<file path="src/rtl/abr_params_pkg.sv">
// Shared parameters and share typedefs for the masked two-share datapath.
package abr_params_pkg;

  localparam int NUM_SHARES  = 2;
  localparam int SHARE_WIDTH = 8;

  // One bit position of a bit-sliced value: bit s belongs to share s.
  typedef logic [NUM_SHARES-1:0] sliced_bit_t;

  typedef logic [NUM_SHARES-1:0][SHARE_WIDTH-1:0] packed_shares_t;

endpackage

</file>
<file path="src/rtl/abr_masked_two_share_collector_if.sv">
// Producer and consumer handshake bundle of the two-share collector.
interface abr_masked_two_share_collector_if #(
  parameter int WIDTH = 8,
  parameter int DEPTH = 4
);
  import abr_params_pkg::*;

  localparam int CW = $clog2(DEPTH) + 1;

  logic                               in_valid;
  logic                               in_ready;
  sliced_bit_t                        in_z [WIDTH];
  logic [WIDTH-1:0]                   random;
  logic                               out_valid;
  logic                               out_ready;
  logic [NUM_SHARES-1:0][WIDTH-1:0]   out_shares;
  logic [CW-1:0]                      out_count;

  modport master (
    output in_valid, in_z, random, out_ready,
    input  in_ready, out_valid, out_shares, out_count
  );

  modport slave (
    input  in_valid, in_z, random, out_ready,
    output in_ready, out_valid, out_shares, out_count
  );

endinterface

</file>
<file path="src/rtl/abr_masked_share_fifo.sv">
// In-order FIFO of packed share pairs with synchronous zeroize.
module abr_masked_share_fifo
  import abr_params_pkg::*;
#(
  parameter int WIDTH = 8,
  parameter int DEPTH = 4
) (
  input  logic                             clk,
  input  logic                             rst_n,
  input  logic                             zeroize_i,
  input  logic                             push_i,
  input  logic [NUM_SHARES-1:0][WIDTH-1:0] push_data_i,
  input  logic                             pop_i,
  output logic                             valid_o,
  output logic [NUM_SHARES-1:0][WIDTH-1:0] data_o,
  output logic [$clog2(DEPTH):0]           count_o
);

  localparam int AW = $clog2(DEPTH);
  localparam int CW = AW + 1;

  logic [NUM_SHARES-1:0][WIDTH-1:0] mem_q [DEPTH];
  logic [AW-1:0] wr_ptr_q, wr_ptr_d, rd_ptr_q, rd_ptr_d;
  logic [CW-1:0] count_q, count_d;
  logic          pop;

  assign valid_o = (count_q != '0);
  assign pop     = pop_i & valid_o;
  assign data_o  = valid_o ? mem_q[rd_ptr_q] : '0;
  assign count_o = count_q;

  // DEPTH is a power of two, so the pointer increment wraps on its own.
  always_comb begin
    wr_ptr_d = wr_ptr_q;
    rd_ptr_d = rd_ptr_q;
    count_d  = count_q;
    if (push_i) wr_ptr_d = wr_ptr_q + AW'(1);
    if (pop)    rd_ptr_d = rd_ptr_q + AW'(1);
    case ({push_i, pop})
      2'b10:   count_d = count_q + CW'(1);
      2'b01:   count_d = count_q - CW'(1);
      default: count_d = count_q;
    endcase
  end

  always_ff @(posedge clk or negedge rst_n) begin
    if (!rst_n) begin
      wr_ptr_q <= '0;
      rd_ptr_q <= '0;
      count_q  <= '0;
      for (int i = 0; i < DEPTH; i++) mem_q[i] <= '0;
    end else if (zeroize_i) begin
      wr_ptr_q <= '0;
      rd_ptr_q <= '0;
      count_q  <= '0;
      for (int i = 0; i < DEPTH; i++) mem_q[i] <= '0;
    end else begin
      wr_ptr_q <= wr_ptr_d;
      rd_ptr_q <= rd_ptr_d;
      count_q  <= count_d;
      if (push_i) mem_q[wr_ptr_q] <= push_data_i;
    end
  end

endmodule

</file>
<file path="src/rtl/abr_masked_two_share_collector.sv">
// Repacks bit-sliced two-share input, refreshes the masking with a fresh random,
// and queues the re-masked pair in an output FIFO.
module abr_masked_two_share_collector
  import abr_params_pkg::*;
#(
  parameter int WIDTH = 8,
  parameter int DEPTH = 4
) (
  input logic                               clk,
  input logic                               rst_n,
  input logic                               zeroize,
  abr_masked_two_share_collector_if.slave   bus
);

  localparam int CW = $clog2(DEPTH) + 1;
  localparam logic [CW:0] DepthW = (CW+1)'(DEPTH);

  logic [NUM_SHARES-1:0][WIDTH-1:0] packed_in, stage_d, stage_q, fifo_data;
  logic                             stage_valid_d, stage_valid_q;
  logic                             accept, fifo_valid;
  logic [CW-1:0]                    fifo_count;
  logic [CW:0]                      pending;

  always_comb begin
    packed_in = '0;
    for (int i = 0; i < WIDTH; i++) begin
      for (int s = 0; s < NUM_SHARES; s++) packed_in[s][i] = bus.in_z[i][s];
    end
  end

  // The staged entry counts against capacity, so the FIFO can never overflow.
  assign pending      = {1'b0, fifo_count} + {{CW{1'b0}}, stage_valid_q};
  assign bus.in_ready = (pending < DepthW);
  assign accept       = bus.in_valid & bus.in_ready;

  // Re-masking never forms the unmasked sum: each share is offset independently.
  always_comb begin
    stage_d       = stage_q;
    stage_valid_d = accept;
    if (accept) begin
      stage_d[0] = packed_in[0] + bus.random;
      stage_d[1] = packed_in[1] - bus.random;
    end
    if (zeroize) begin
      stage_d       = '0;
      stage_valid_d = 1'b0;
    end
  end

  always_ff @(posedge clk or negedge rst_n) begin
    if (!rst_n) begin
      stage_q       <= '0;
      stage_valid_q <= 1'b0;
    end else begin
      stage_q       <= stage_d;
      stage_valid_q <= stage_valid_d;
    end
  end

  abr_masked_share_fifo #(
    .WIDTH (WIDTH),
    .DEPTH (DEPTH)
  ) u_fifo (
    .clk         (clk),
    .rst_n       (rst_n),
    .zeroize_i   (zeroize),
    .push_i      (stage_valid_q),
    .push_data_i (stage_q),
    .pop_i       (bus.out_ready),
    .valid_o     (fifo_valid),
    .data_o      (fifo_data),
    .count_o     (fifo_count)
  );

  assign bus.out_valid  = fifo_valid;
  assign bus.out_shares = fifo_data;
  assign bus.out_count  = fifo_count;

endmodule

</file>
<file path="src/flat_wrapper.sv">
// flat-port wrapper written by rule: the top's interface ports become plain ports
module abr_masked_two_share_collector_flat import abr_params_pkg::*;
#(
  parameter int WIDTH = 8,
  parameter int DEPTH = 4
)
  (clk, rst_n, zeroize, bus_in_valid, bus_in_z, bus_random, bus_out_ready, bus_in_ready, bus_out_valid, bus_out_shares, bus_out_count);
  abr_masked_two_share_collector_if #(.WIDTH(WIDTH), .DEPTH(DEPTH)) bus_i ();
  input logic clk;
  input logic rst_n;
  input logic zeroize;
  input wire logic [$bits(bus_i.in_valid)-1:0] bus_in_valid;
  input wire logic [$bits(bus_i.in_z)-1:0] bus_in_z;
  input wire logic [$bits(bus_i.random)-1:0] bus_random;
  input wire logic [$bits(bus_i.out_ready)-1:0] bus_out_ready;
  output wire logic [$bits(bus_i.in_ready)-1:0] bus_in_ready;
  output wire logic [$bits(bus_i.out_valid)-1:0] bus_out_valid;
  output wire logic [$bits(bus_i.out_shares)-1:0] bus_out_shares;
  output wire logic [$bits(bus_i.out_count)-1:0] bus_out_count;
  assign bus_i.in_valid = bus_in_valid;
  assign bus_i.in_z = {>>{bus_in_z}};
  assign bus_i.random = bus_random;
  assign bus_i.out_ready = bus_out_ready;
  assign bus_in_ready = bus_i.in_ready;
  assign bus_out_valid = bus_i.out_valid;
  assign bus_out_shares = bus_i.out_shares;
  assign bus_out_count = bus_i.out_count;
  abr_masked_two_share_collector #(.WIDTH(WIDTH), .DEPTH(DEPTH)) u_core (.clk(clk), .rst_n(rst_n), .zeroize(zeroize), .bus(bus_i));
endmodule
</file>
<file path="config.mk">
export PLATFORM = sky130hd
export DESIGN_NAME = abr_masked_two_share_collector_flat
export DESIGN_NICKNAME = d
export VERILOG_FILES = /design/src/rtl/abr_params_pkg.sv /design/src/rtl/abr_masked_two_share_collector_if.sv /design/src/rtl/abr_masked_share_fifo.sv /design/src/rtl/abr_masked_two_share_collector.sv /design/src/flat_wrapper.sv
export SDC_FILE = /design/constraint.sdc
export NUM_CORES = 1
export LEC_CHECK = 0
export ABC_CLOCK_PERIOD_IN_PS = 1660
export BUFFER_PORTS_ARGS = -buffer_cell sky130_fd_sc_hd__buf_2
export CORE_ASPECT_RATIO = 1.75
export CORE_MARGIN = 2
export CORE_UTILIZATION = 29
export CTS_CLUSTER_SIZE = 8
export DETAILED_ROUTE_END_ITERATION = 16
export PLACE_DENSITY_LB_ADDON = 0.08
export SETUP_SLACK_MARGIN = 0.3
export SYNTH_ARGS = -nofsm -noshare
export SYNTH_HDL_FRONTEND = slang
export SYNTH_HIERARCHICAL = 1
export SYNTH_SLANG_ARGS = --single-unit
export TNS_END_PERCENT = 20
</file>
<file path="constraint.sdc">
create_clock -name clk -period 1.66 [get_ports clk]
set_input_delay 0.166 -clock clk [delete_from_list [all_inputs] [get_ports clk]]
set_output_delay 0.166 -clock clk [all_outputs]
set_load 0.01 [all_outputs]
</file>
==> Word-level counts from Yosys, hierarchy flattened <==
Cells that the tools add are included.
{ "totals": {"regBits": 88, "latchBits": 0, "ramBits": 0, "mem_bits_ro": 0, "input_bits": 29, "output_inout_bits": 21, "wordCells": 55, "memories": 0} }
{ "classes": {"addsub": 7, "n_mul": 0, "div_mod_pow": 0, "n_lt_le_gt_ge": 4, "n_eq_ne": 2, "shifts": 0, "n_mux": 18, "n_bitwise": 4, "reduce_logical": 6} }
{ "ops": {"columns": ["operator", "n"], "rows": [
  ["$mux W64", 2],
  ["$mux W16", 6],
  ["$bwmux W64", 1],
  ["$bmux W16 S2", 1],
  ["$demux W16 S2", 1],
  ["$add A8 B8 Y8", 1],
  ["$mux W2", 4],
  ["$sub A8 B8 Y8", 1],
  ["$ge A3 B3 Y1 const B", 2],
  ["$not A2 Y3", 2],
  ["$pmux W3 S2", 1],
  ["$reduce_bool A2 Y1", 3],
  ["$reduce_bool A3 Y1", 2],
  ["$add A2 B1 Y2 const B", 2],
  ["$add A3 B1 Y4", 1],
  ["$lt A4 B3 Y1 const B", 1],
  ["$add A3 B1 Y3 const B", 1],
  ["$lt A3 B1 Y1 const B", 1],
  ["$mux W3", 1],
  ["$sub A3 B1 Y3 const B", 1],
  ["$and A1 B1 Y1", 2],
  ["$eq A2 B1 Y1 const B", 1],
  ["$eq A2 B2 Y1 const B", 1],
  ["$logic_and A1 B1 Y1", 1],
  ["$mux W1", 1]
]} }

==> Depth between registers and ports, before layout <==
Gate-level depths: netlist of the first run.
{ "logic_depth": {"word_depth": 8, "ltp_mapped": 9, "depth_no_buf": 9} }

==> Modules after synthesis <==
The synthesis of the first run kept the hierarchy.
{ "modules_own_cells": {"columns": ["mod", "n_inst", "cells_per_inst", "area_per_inst_um2", "seq_area_each_um2"], "rows": [
  ["abr_masked_share_fifo", 1, 362, 3494.6, 1776.7],
  ["abr_masked_two_share_collector", 1, 154, 1342.5, 425.4]
]} }

==> Worst setup path after synthesis of the first run <==
Ideal clock, no wire load.
{ "synth_timing": {"kind": "reg2reg", "from": "register u_core.u_fifo.count_q[1] (netlist: u_core/u_fifo/count_o[1])", "to": "register u_core.u_fifo.count_q[2] (netlist: u_core/u_fifo/count_o[2])", "setup_ps": 130, "arrival_time_ps": 1744, "required_ps": 1530, "setup_slack_ps": -214, "path_stages_with_launch": 7, "path_cell_list": "dfrtp_1 o31ai_4 nor2_1 fa_1 nor3_1 o21ai_0 nor3b_1"} }
{ "synth_via": {"elab_chain_cells": 5} }
{ "synth_rtl": {"columns": ["element", "line", "text"], "rows": [
  ["start, declared", "abr_masked_share_fifo.sv:24", "logic [CW-1:0] count_q, count_d;"],
  ["start signal, assigned", "abr_masked_share_fifo.sv:60", "count_q <= count_d;"],
  ["$reduce_bool A3 Y1", "abr_masked_share_fifo.sv:27", "assign valid_o = (count_q != '0);"],
  ["$and A1 B1 Y1", "abr_masked_share_fifo.sv:28", "assign pop = pop_i & valid_o;"],
  ["$eq A2 B1 Y1 or $eq A2 B2 Y1 (tied branches)", "abr_masked_share_fifo.sv:39", "case ({push_i, pop})"],
  ["$pmux W3 S2", "abr_masked_share_fifo.sv:39", null],
  ["$mux W3", "abr_masked_share_fifo.sv:52", "end else if (zeroize_i) begin"]
]} }
Several ways; a longest one is shown, not always the timed one.
A chain may end at the register's enable or synchronous reset.

==> Final worst setup path of the first run <==
{ "layout_timing": {"from": "register u_core.u_fifo.rd_ptr_q[0]", "to": "output bus_out_shares[7]"} }
{ "layout_via": {"elab_chain_cells": 5} }
{ "layout_rtl": {"columns": ["element", "line", "text"], "rows": [
  ["start, declared", "abr_masked_share_fifo.sv:23", "logic [AW-1:0] wr_ptr_q, wr_ptr_d, rd_ptr_q, rd_ptr_d;"],
  ["start signal, assigned", "abr_masked_share_fifo.sv:59", "rd_ptr_q <= rd_ptr_d;"],
  ["$not A2 Y3 (implied by the code)", "abr_masked_share_fifo.sv:29", "assign data_o = valid_o ? mem_q[rd_ptr_q] : '0;"],
  ["$bmux W16 S2", "abr_masked_share_fifo.sv:29", null],
  ["$mux W16 (implied by the code) (2 in a row)", "abr_masked_share_fifo.sv:29", null],
  ["$mux W16", "abr_masked_share_fifo.sv:29", null],
  ["end, declared", "flat_wrapper.sv:18", "output wire logic [$bits(bus_i.out_shares)-1:0] bus_out_shares;"]
]} }
No other way between the ends. The select of a mux whose other input is x is not followed.

==> results of run 1 <==
[worst max-delay path by stage]
stage,slack (ns),cells after the start,start,to
2_1_floorplan,-0.12,6,u_core/u_fifo/count_o[2],u_core/u_fifo/count_o[2]
3_3_place_gp,-0.07,8,bus_random[0],u_core/stage_q[12]
3_5_place_dp,-0.09,8,bus_random[0],u_core/stage_q[12]
4_1_cts,-0.30,5,u_core/u_fifo/rd_ptr_q[0],bus_out_shares[5]
5_1_grt,-0.34,5,u_core/u_fifo/rd_ptr_q[0],bus_out_shares[11]
6_report,-0.30,5,u_core/u_fifo/rd_ptr_q[0],bus_out_shares[7]
[critical path, cell delays in order (launching register included)]
cell and delay (ns):
sky130_fd_sc_hd__dfrtp_1 0.37, sky130_fd_sc_hd__buf_6 0.14, sky130_fd_sc_hd__clkbuf_16 0.15, sky130_fd_sc_hd__mux4_2 0.52
sky130_fd_sc_hd__and2_4 0.16, sky130_fd_sc_hd__buf_6 0.11
[area by class of cell]
class	count	area (um2)
multi-input combinational	384	2640
clock buffer	12	246
fill	1650	10000
inverter	12	45.0
tap	224	280
sequential	88	2210
clock inverter	4	53.8
timing repair buffer	95	890
[synth_stat cells, drive strengths merged (3+ instances only)]
cell type	count
nand2	151
dfrtp	88
a21oi	77
and2	21
clkbuf	20
ha	19
nor2	18
mux4	16
buf	12
inv	12
o21ai	11
a211oi	9
xnor2	9
or3	6
a31oi	5
and3	5
nor3	5
nor4b	5
a21o	3
fa	3
nand3	3
[report_power, final]
part | switching [mW] | internal [mW] | leakage, nW | total (mW)
Combinational | 0.740 | 0.697 | 1.34 | 1.44
Clock | 0.841 | 1.21 | 0.139 | 2.05
Sequential | 0.133 | 2.24 | 1.21 | 2.37
[metrics by stage]
stage / std cells / util / power, mW / TNS (ns)
3_5_place_dp: 796 / 0.348 / 3.56 / -0.317
6_report: 819 / 0.389 / 5.86 / -4.22
4_1_cts: 817 / 0.378 / 5.84 / -4.57
5_1_grt: 819 / 0.389 / 6.17 / -5.28
3_3_place_gp: 796 / 0.348 / 3.55 / -0.166
2_1_floorplan: 516 / - / 3.02 / -0.119
[kinds of logic after synthesis]
kind of cell | share of synthesized area
mux | 0.0848
simple gates | 0.197
fa+ha+maj | 0.0616
compound gates | 0.137
flops | 0.455
xor+xnor | 0.0199
buf+inv | 0.0440
[layer usage]
layer	up-vias	part of all wire	routed length [um]	track usage
li1	1911	-	-	-
met1	1973	0.42	5970	0.206
met2	99	0.53	7530	0.291
met3	9	0.035	502	0.0228
met4	0	0.013	178	0.0484
met5	-	0	0	0
[sequential cells by signal (all words and copies together), names as in the netlist]
| register | cells |
|---|---|
| u_core/u_fifo/wr_ptr_q | 2 |
| u_core/u_fifo/rd_ptr_q | 2 |
| u_core/u_fifo/mem_q | 64 |
| u_core/u_fifo/count_o | 3 |
| u_core/stage_q | 16 |
| u_core/stage_valid_q | 1 |
[timing repair]
action / 4_1_cts / 5_1_grt
gates cloned: 1 / 1
setup buffers: 3 / 1
pin swaps: 31 / 29
hold endpoints to repair: 24 / 0
gates resized for setup: 40 / 49
endpoints found under the setup margin: 50 / 87
hold buffers: 1 / 0
==> flow_metrics.py, run 1 <==
metrics = {
    "run_status": {
        "outcome": "complete, but fails checks",
        "violations_in_the_final_reports": "setup timing",
    },
    "cells_and_area": {
        "final_net_count": 641,
        "mostFrequentLayoutCells": "sky130_fd_sc_hd__nand2_1 (147), sky130_fd_sc_hd__dfrtp_1 (83), sky130_fd_sc_hd__a21oi_1 (68)",
        "antenna_cells_inserted": 0,
        "flow.area_growth_from_synthesis_pct": 31.6,
        "layout_commonest_cell": "sky130_fd_sc_hd__nand2_1",
        "layout-drive-gt1-share": 0.316,
        "fin_area_um2": 6360,
    },
    "setup_path": {
        "critical_path.max_fanout": 4,
        "timing.critical_path.to_type": "output port",
        "r2r_end": "u_core/u_fifo/count_o[2]",
        "r2r_setup_slack_ns": -0.04,
        "crit_path_start_kind": "flop",
        "cp_data_arrival_time_ns": 1.79,
        "worst_ep_required_time_ns": 1.49,
        "regToRegStartpoint": "u_core/u_fifo/count_o[1]",
        "worst_r2r_path_depth": 6,
        "timing_worst_setup_path_type": "reg -> out",
    },
    "floorplan": {
        "fp.dieW_um": 102,
        "die_area_um2": 17800,
        "initial_core_util": 0.296,
        "core_area_um2": 16400,
        "y_dimension_of_the_die_um": 175,
        "placement_rows": 62,
        "number_of_top_level_pins": 50,
    },
    "logic_synthesis": {
        "synth_area_leaders": "sky130_fd_sc_hd__dfrtp_1 (46%), sky130_fd_sc_hd__nand2_1 (12%), sky130_fd_sc_hd__a21oi_1 (8.0%)",
        "yosys.area.top_type": "sky130_fd_sc_hd__dfrtp_1",
        "synth_top_area_share": 0.455,
        "synth_edf_count": 0,
        "syn_avg_cell_area_um2": 9.37,
        "ys_seq_area_frac": 0.455,
        "mappedNetlistNets": 567,
        "synthesis.area_um2": 4840,
        "postSynthRegisterBits": 88,
        "most_frequently_used_flop_master_after_synthesis": "sky130_fd_sc_hd__dfrtp_1",
        "postSynth.asyncResetShare": 1.00,
        "synthCells": 516,
        "number_of_warnings_reported_in_the_yosys_synthesis_log": 6,
        "ys_types": 40,
    },
    "sta": {
        "period_share": 1.18,
        "rsz0062_at_grt": "yes",
        "max_freq_ghz": 0.511,
        "worst_slew_margin_rel": 0.619,
        "drv_slew": 0,
        "report.final.hold_viol_count": 0,
        "fin_worst_skew_ns": 0.00844,
        "finalCriticalPeriod_ns": 1.96,
        "final-setup-viol-count": 17,
        "final.setup.worst_slack_ns": -0.299,
        "worst_pin_slew_ns": 0.572,
        "hold-worst-slack_ns": 0.223,
    },
    "route": {
        "detail_route.wirelength_mm": 14.2,
        "drc": 0,
        "avgViaCountPerCell": 4.87,
        "starting_drt_drc_count": 198,
        "first_pass_iters": 4,
        "vias": 3992,
        "wl_per_cell_um": 17.3,
        "postRouteAntennaNets": 0,
    },
    "grt": {
        "wire_length_of_the_first_global_routing_pass_mm": 22.3,
        "grt_start_max_net_pins": 28,
        "grt_antenna_before_repair": 0,
        "gr-usage-all-layers": 0.165,
        "vias_in_the_first_global_route": 4066,
        "grt_overflow": 0,
    },
    "worst_hold_path": {
        "min_from": "bus_in_z[1]",
        "path_type_of_the_worst_min_delay_path": "in -> reg",
        "worst_hold_path.num_cells": 4,
        "hold-path-endpoint": "u_core/stage_q[15]",
    },
    "pwr": {
        "power-per-cell-area_nw_per_um2": 921,
        "p_leak_nw": 2.69,
        "max_ir_drop_vdd_uv": 372,
    },
    "clock_network": {
        "clk_root_buffer_cell": "sky130_fd_sc_hd__clkbuf_16",
        "clock_sinks": 88,
        "cts.htree.levels": 3,
        "clock_insertion_delay_worst_skew_ns": 0.34,
        "cts_max_path_buffers": 2,
        "tritoncts_clock_tree": "yes",
        "clkTransAtPathRegs_ns": 0.06,
        "total_clock_buffers_created_by_cts": 9,
    },
    "place": {
        "post-place-ws_ns": -0.0922,
        "gp_congestion": 0.722,
        "place_hpwl_mm": 9.33,
        "port_buffers": 49,
        "postPlaceCellArea_um2": 5690,
    },
    "job": {
        "timing.max_cap.violations": 0,
    },
}
Power figures use the tool's default switching activity.
==> run 2: changes to the inputs <==
- ABC_CLOCK_PERIOD_IN_PS: 1660 -> default
- CELL_PAD_IN_SITES_DETAIL_PLACEMENT: default -> 1
- CELL_PAD_IN_SITES_GLOBAL_PLACEMENT: default -> 1
==> flow_metrics.py, run 2 (synthesis results as in run 1) <==
metrics = {
    "setup_path": {
        "timing_worst_setup_path_type": "reg -> out",
        "cp_data_arrival_time_ns": 1.78,
        "crit_path_start_kind": "flop",
        "timing.critical_path.to_type": "output port",
        "critical_path.max_fanout": 8,
        "r2r_setup_slack_ns": -0.10,
        "startpoint": "u_core/u_fifo/rd_ptr_q[0]",
        "regToRegStartpoint": "u_core/u_fifo/count_o[0]",
        "worst_ep_required_time_ns": 1.49,
    },
    "grt": {
        "grt_antenna_before_repair": 0,
        "gr-usage-all-layers": 0.187,
        "grt_overflow": 0,
        "vias_in_the_first_global_route": 4506,
        "wire_length_of_the_first_global_routing_pass_mm": 25.2,
        "grt_start_max_net_pins": 32,
    },
    "cells_and_area": {
        "mostFrequentLayoutCells": "sky130_fd_sc_hd__nand2_1 (143), sky130_fd_sc_hd__dfrtp_1 (84), sky130_fd_sc_hd__a21oi_1 (62)",
        "largest_register_ffs": 64,
        "final_net_count": 661,
        "layout_commonest_cell": "sky130_fd_sc_hd__nand2_1",
        "antenna_cells_inserted": 0,
        "flow.area_growth_from_synthesis_pct": 38.8,
        "max_flop_register": "u_core/u_fifo/mem_q",
        "fill_cells": 1858,
        "layout-drive-gt1-share": 0.367,
    },
    "sta": {
        "final-setup-viol-count": 25,
        "report.final.hold_viol_count": 0,
        "finalCriticalPeriod_ns": 1.95,
        "period_share": 1.17,
        "final.setup.worst_slack_ns": -0.285,
        "drv_slew": 0,
        "worst_slew_margin_rel": 0.701,
        "max_freq_ghz": 0.514,
        "final.setup.tns_ns": -4.40,
        "fin_worst_skew_ns": 0.0122,
        "rsz0062_at_grt": "yes",
        "hold-worst-slack_ns": 0.234,
        "worst_pin_slew_ns": 0.449,
    },
    "clock_network": {
        "clkTransAtPathRegs_ns": 0.07,
        "clock_insertion_delay_worst_skew_ns": 0.34,
        "tritoncts_clock_tree": "yes",
        "clk_root_buffer_cell": "sky130_fd_sc_hd__clkbuf_16",
        "cts.htree.levels": 3,
        "clock_sinks": 88,
        "total_clock_buffers_created_by_cts": 9,
        "cts_max_path_buffers": 2,
    },
    "route": {
        "wl_per_cell_um": 18.5,
        "detail_route.wirelength_mm": 15.5,
        "vias": 4139,
        "starting_drt_drc_count": 158,
        "drc": 0,
        "first_pass_iters": 4,
        "avgViaCountPerCell": 4.93,
        "postRouteAntennaNets": 0,
    },
    "run_status": {
        "violations_in_the_final_reports": "setup timing",
        "outcome": "complete, but fails checks",
    },
    "pwr": {
        "p_leak_nw": 2.87,
        "report.power.total_mw": 6.28,
        "power-per-cell-area_nw_per_um2": 935,
        "max_ir_drop_vdd_uv": 431,
    },
    "floorplan": {
        "fp.dieW_um": 102,
        "number_of_top_level_pins": 50,
        "die_area_um2": 17800,
        "y_dimension_of_the_die_um": 175,
        "placement_rows": 62,
        "core_area_um2": 16400,
        "initial_core_util": 0.296,
    },
    "place": {
        "place_hpwl_mm": 10.2,
        "port_buffers": 49,
        "gp_congestion": 0.746,
    },
    "worst_hold_path": {
        "min_from": "bus_in_z[0]",
        "path_type_of_the_worst_min_delay_path": "in -> reg",
    },
    "job": {
        "timing.max_cap.violations": 0,
    },
}
## run 2: cell count changes in the layout (fill, tap and decap cells not counted), moves of 4 or more
cell | before | now
sky130_fd_sc_hd__buf_4 | 21 | 33
sky130_fd_sc_hd__a21oi_1 | 68 | 62
sky130_fd_sc_hd__a21oi_2 | 9 | 15
sky130_fd_sc_hd__and2_1 | 10 | 4
sky130_fd_sc_hd__and2_4 | 11 | 17
sky130_fd_sc_hd__inv_6 | 0 | 4
sky130_fd_sc_hd__nand2_1 | 147 | 143
sky130_fd_sc_hd__nand2_2 | 2 | 6
## run 2: power breakdown
group	switching (mW)	total, mW	internal [mW]
logic	0.810	1.66	0.847
registers	0.133	2.37	2.24
clock network	0.910	2.25	1.34
## run 2: timing repair
| item | in CTS | in global routing |
|---|---|---|
| cloned | 4 | 1 |
| hold buffers | 1 | 0 |
| endpoints found under the hold margin | 27 | 0 |
| endpoints found under the setup margin | 101 | 105 |
| setup buffers | 11 | 1 |
| pin swaps | 30 | 25 |
| resized for setup | 50 | 66 |
## run 2: through the flow
stage	worst slack [ns]	cell area, um2	cells	util
final	-0.285	6710	839	0.410
after global routing	-0.348	6710	839	0.410
after CTS	-0.314	6430	837	0.393
after detailed placement	-0.111	5760	805	0.352
after global placement	-0.0862	5760	805	0.352
after floorplan	-0.119	4880	516	-
## run 2: area by class of cell
| type | instances | area [um2] | area share |
|---|---|---|---|
| clock inverter | 7 | 100 | 0.0149 |
| clock buffer | 9 | 225 | 0.0335 |
| multi-input combinational | 384 | 2710 | 0.404 |
| inverter | 12 | 45.0 | 0.00671 |
| timing repair buffer | 115 | 1140 | 0.170 |
| tap | 224 | 280 | 0.0417 |
| sequential | 88 | 2210 | 0.329 |
## run 2: per-layer routing
| metal | up-vias | part of all wire | GRT usage | routed length [um] |
|---|---|---|---|---|
| met1 | 2086 | 0.40 | 0.226 | 6150 |
| met5 | - | 0 | 0 | 0 |
| met2 | 89 | 0.56 | 0.342 | 8630 |
| li1 | 1949 | - | - | - |
| met3 | 15 | 0.032 | 0.0212 | 493 |
| met4 | 0 | 0.016 | 0.0557 | 247 |
## run 2: worst paths after layout
check,to,cells after the start
worst min register to register,u_core/u_fifo/mem_q[43],2
max in group asynchronous,u_core/u_fifo/rd_ptr_q[0],3
worst min-delay path,u_core/stage_q[7],4
worst max-delay path,bus_out_shares[10],5
worst max register to register,u_core/stage_q[5],8
min in group asynchronous,u_core/u_fifo/mem_q[11],2
## run 2: critical path: stages, from the launching register on
cell                      delay, ns
sky130_fd_sc_hd__dfrtp_2       0.39
sky130_fd_sc_hd__buf_6         0.13
sky130_fd_sc_hd__buf_16        0.14
sky130_fd_sc_hd__mux4_2        0.52
sky130_fd_sc_hd__and2_4        0.16
sky130_fd_sc_hd__buf_6         0.11
==> run 3: changes to the inputs <==
- ABC_AREA: default -> 1
==> flow_metrics.py, run 3 <==
metrics = {
    "run_status": {
        "outcome": "complete, but fails checks",
        "violations_in_the_final_reports": "setup timing",
    },
    "worst_hold_path": {
        "min_from": "bus_random[0]",
        "worst_hold_path.num_cells": 3,
        "path_type_of_the_worst_min_delay_path": "in -> reg",
        "hold-path-endpoint": "u_core/stage_q[8]",
    },
    "floorplan": {
        "fp.dieW_um": 101,
        "core_area_um2": 16300,
        "initial_core_util": 0.293,
        "number_of_top_level_pins": 50,
        "y_dimension_of_the_die_um": 174,
        "placement_rows": 62,
        "die_area_um2": 17500,
    },
    "job": {
        "timing.max_cap.violations": 0,
    },
    "logic_synthesis": {
        "mappedNetlistNets": 630,
        "synthesis.area_um2": 4770,
        "yosys.area.top_type": "sky130_fd_sc_hd__dfrtp_1",
        "synth_most_common_cell": "sky130_fd_sc_hd__nand2_1",
        "ys_seq_area_frac": 0.462,
        "synth_area_leaders": "sky130_fd_sc_hd__dfrtp_1 (46%), sky130_fd_sc_hd__nand2_1 (8.5%), sky130_fd_sc_hd__a21oi_1 (6.9%)",
        "synth_edf_count": 0,
        "number_of_warnings_reported_in_the_yosys_synthesis_log": 6,
        "synthCells": 579,
        "synth_top_area_share": 0.462,
        "syn_avg_cell_area_um2": 8.24,
        "ys_types": 27,
        "most_frequently_used_flop_master_after_synthesis": "sky130_fd_sc_hd__dfrtp_1",
        "postSynth.asyncResetShare": 1.00,
        "synth_common_cells": "sky130_fd_sc_hd__nand2_1 (108), sky130_fd_sc_hd__dfrtp_1 (88), sky130_fd_sc_hd__inv_1 (74)",
        "postSynthRegisterBits": 88,
    },
    "setup_path": {
        "regToRegStartpoint": "u_core/u_fifo/count_o[2]",
        "cp_data_arrival_time_ns": 1.62,
        "timing_worst_setup_path_type": "reg -> out",
        "critical_path.max_fanout": 8,
        "crit_path_start_kind": "flop",
        "r2r_end": "u_core/u_fifo/count_o[2]",
        "timing.critical_path.to_type": "output port",
        "worst_ep_required_time_ns": 1.49,
        "worst_r2r_path_depth": 10,
        "r2r_setup_slack_ns": 0.08,
    },
    "sta": {
        "report.final.hold_viol_count": 0,
        "rsz0062_at_grt": "yes",
        "period_share": 1.08,
        "fin_worst_skew_ns": 0.00540,
        "final.setup.worst_slack_ns": -0.129,
        "drv_slew": 0,
        "max_freq_ghz": 0.559,
        "finalCriticalPeriod_ns": 1.79,
        "hold-worst-slack_ns": 0.179,
        "worst_slew_margin_rel": 0.728,
        "final.setup.tns_ns": -1.42,
        "final-setup-viol-count": 16,
        "worst_pin_slew_ns": 0.407,
    },
    "cells_and_area": {
        "mostFrequentLayoutCells": "sky130_fd_sc_hd__nand2_1 (101), sky130_fd_sc_hd__dfrtp_1 (85), sky130_fd_sc_hd__inv_1 (69)",
        "largest_register_ffs": 64,
        "finalNonFillerCells": 838,
        "fill_cells": 1944,
        "flow.area_growth_from_synthesis_pct": 27.5,
        "fin_area_um2": 6080,
        "layout_commonest_cell": "sky130_fd_sc_hd__nand2_1",
        "antenna_cells_inserted": 0,
        "final_net_count": 695,
        "finalCoreUtilization": 0.373,
        "layout-drive-gt1-share": 0.271,
        "max_flop_register": "u_core/u_fifo/mem_q",
    },
    "grt": {
        "wire_length_of_the_first_global_routing_pass_mm": 25.9,
        "grt_overflow": 0,
        "grt_start_max_net_pins": 57,
        "grt_antenna_before_repair": 0,
        "gr-usage-all-layers": 0.193,
        "vias_in_the_first_global_route": 4676,
    },
    "place": {
        "place.detailed.instances": 813,
        "post-place-ws_ns": 0.0659,
        "gp_congestion": 0.760,
        "port_buffers": 49,
        "place_hpwl_mm": 10.4,
        "postPlaceCellArea_um2": 5330,
    },
    "clock_network": {
        "cts_max_path_buffers": 2,
        "cts.htree.levels": 3,
        "total_clock_buffers_created_by_cts": 9,
        "clkTransAtPathRegs_ns": 0.06,
        "clock_sinks": 88,
        "clock_insertion_delay_worst_skew_ns": 0.34,
        "tritoncts_clock_tree": "yes",
        "clk_root_buffer_cell": "sky130_fd_sc_hd__clkbuf_16",
    },
    "pwr": {
        "report.power.total_mw": 7.26,
        "power-per-cell-area_nw_per_um2": 1190,
        "max_ir_drop_vdd_uv": 609,
        "p_leak_nw": 2.83,
    },
    "route": {
        "postRouteAntennaNets": 0,
        "first_pass_iters": 4,
        "vias": 4304,
        "wl_per_cell_um": 18.9,
        "drc": 0,
        "detail_route.wirelength_mm": 15.9,
        "starting_drt_drc_count": 144,
        "avgViaCountPerCell": 5.14,
    },
}
==> run 3: cell type report <==
class | count | area [um2] | share of cell area
clock buffer | 9 | 225 | 0.0370
multi-input combinational | 383 | 2330 | 0.383
inverter | 79 | 307 | 0.0504
timing repair buffer | 83 | 749 | 0.123
tap | 192 | 240 | 0.0395
clock inverter | 4 | 25.0 | 0.00412
sequential | 88 | 2210 | 0.363
==> run 3: power by group <==
group	total, mW	switching, mW	internal (mW)	leakage, nW
Sequential	2.45	0.137	2.31	1.21
Clock	1.80	0.822	0.983	0.119
Combinational	3.01	1.73	1.28	1.51
Total	7.26	2.68	4.57	2.83
==> run 3: kinds of logic (layout without fill, tap and decap cells) <==
logic type | Yosys count | count (layout) | share of synthesized area
and+or+nand+nor | 190 | 190 | 0.179
xor gates and xnor gates | 6 | 6 | 0.0110
adders and majority gates | 22 | 22 | 0.0624
AOI/OAI and AO/OA | 165 | 165 | 0.182
buffers and inverters | 108 | 175 | 0.103
DFF | 88 | 88 | 0.462
==> run 3: routing by layer <==
metal  GRT usage  wire [um]
met3      0.0206        365
met4      0.0726        327
met5           0          0
met1       0.232       6560
met2       0.348       8600
==> run 3: worst max-delay path by stage <==
stage / endpoint / cells after the start / from
after global routing: bus_out_shares[14] / 6 / u_core/u_fifo/rd_ptr_q[0]
after detailed placement: u_core/u_fifo/count_o[2] / 10 / u_core/u_fifo/count_o[1]
final: bus_out_shares[10] / 6 / u_core/u_fifo/rd_ptr_q[0]
after CTS: bus_out_shares[11] / 6 / u_core/u_fifo/rd_ptr_q[0]
after floorplan: u_core/u_fifo/count_o[2] / 10 / u_core/u_fifo/count_o[1]
after global placement: u_core/u_fifo/count_o[2] / 10 / u_core/u_fifo/count_o[1]
==> run 3: repair_timing <==
action                                  in CTS  in global routing
endpoints found under the setup margin      64                 89
setup buffers                                3                  3
hold buffers                                 1                  0
gates cloned                                 5                  0
hold endpoints to repair                    19                  0
gates resized for setup                     84                 30
pin swaps                                   45                 44
==> run 3: worst max-delay path: stages (launching register included) <==
cell                      delay, ns
sky130_fd_sc_hd__dfrtp_2       0.49
sky130_fd_sc_hd__inv_6         0.10
sky130_fd_sc_hd__buf_12        0.17
sky130_fd_sc_hd__a21oi_2       0.12
sky130_fd_sc_hd__o21ai_1       0.09
sky130_fd_sc_hd__a21oi_2       0.17
sky130_fd_sc_hd__buf_2         0.15
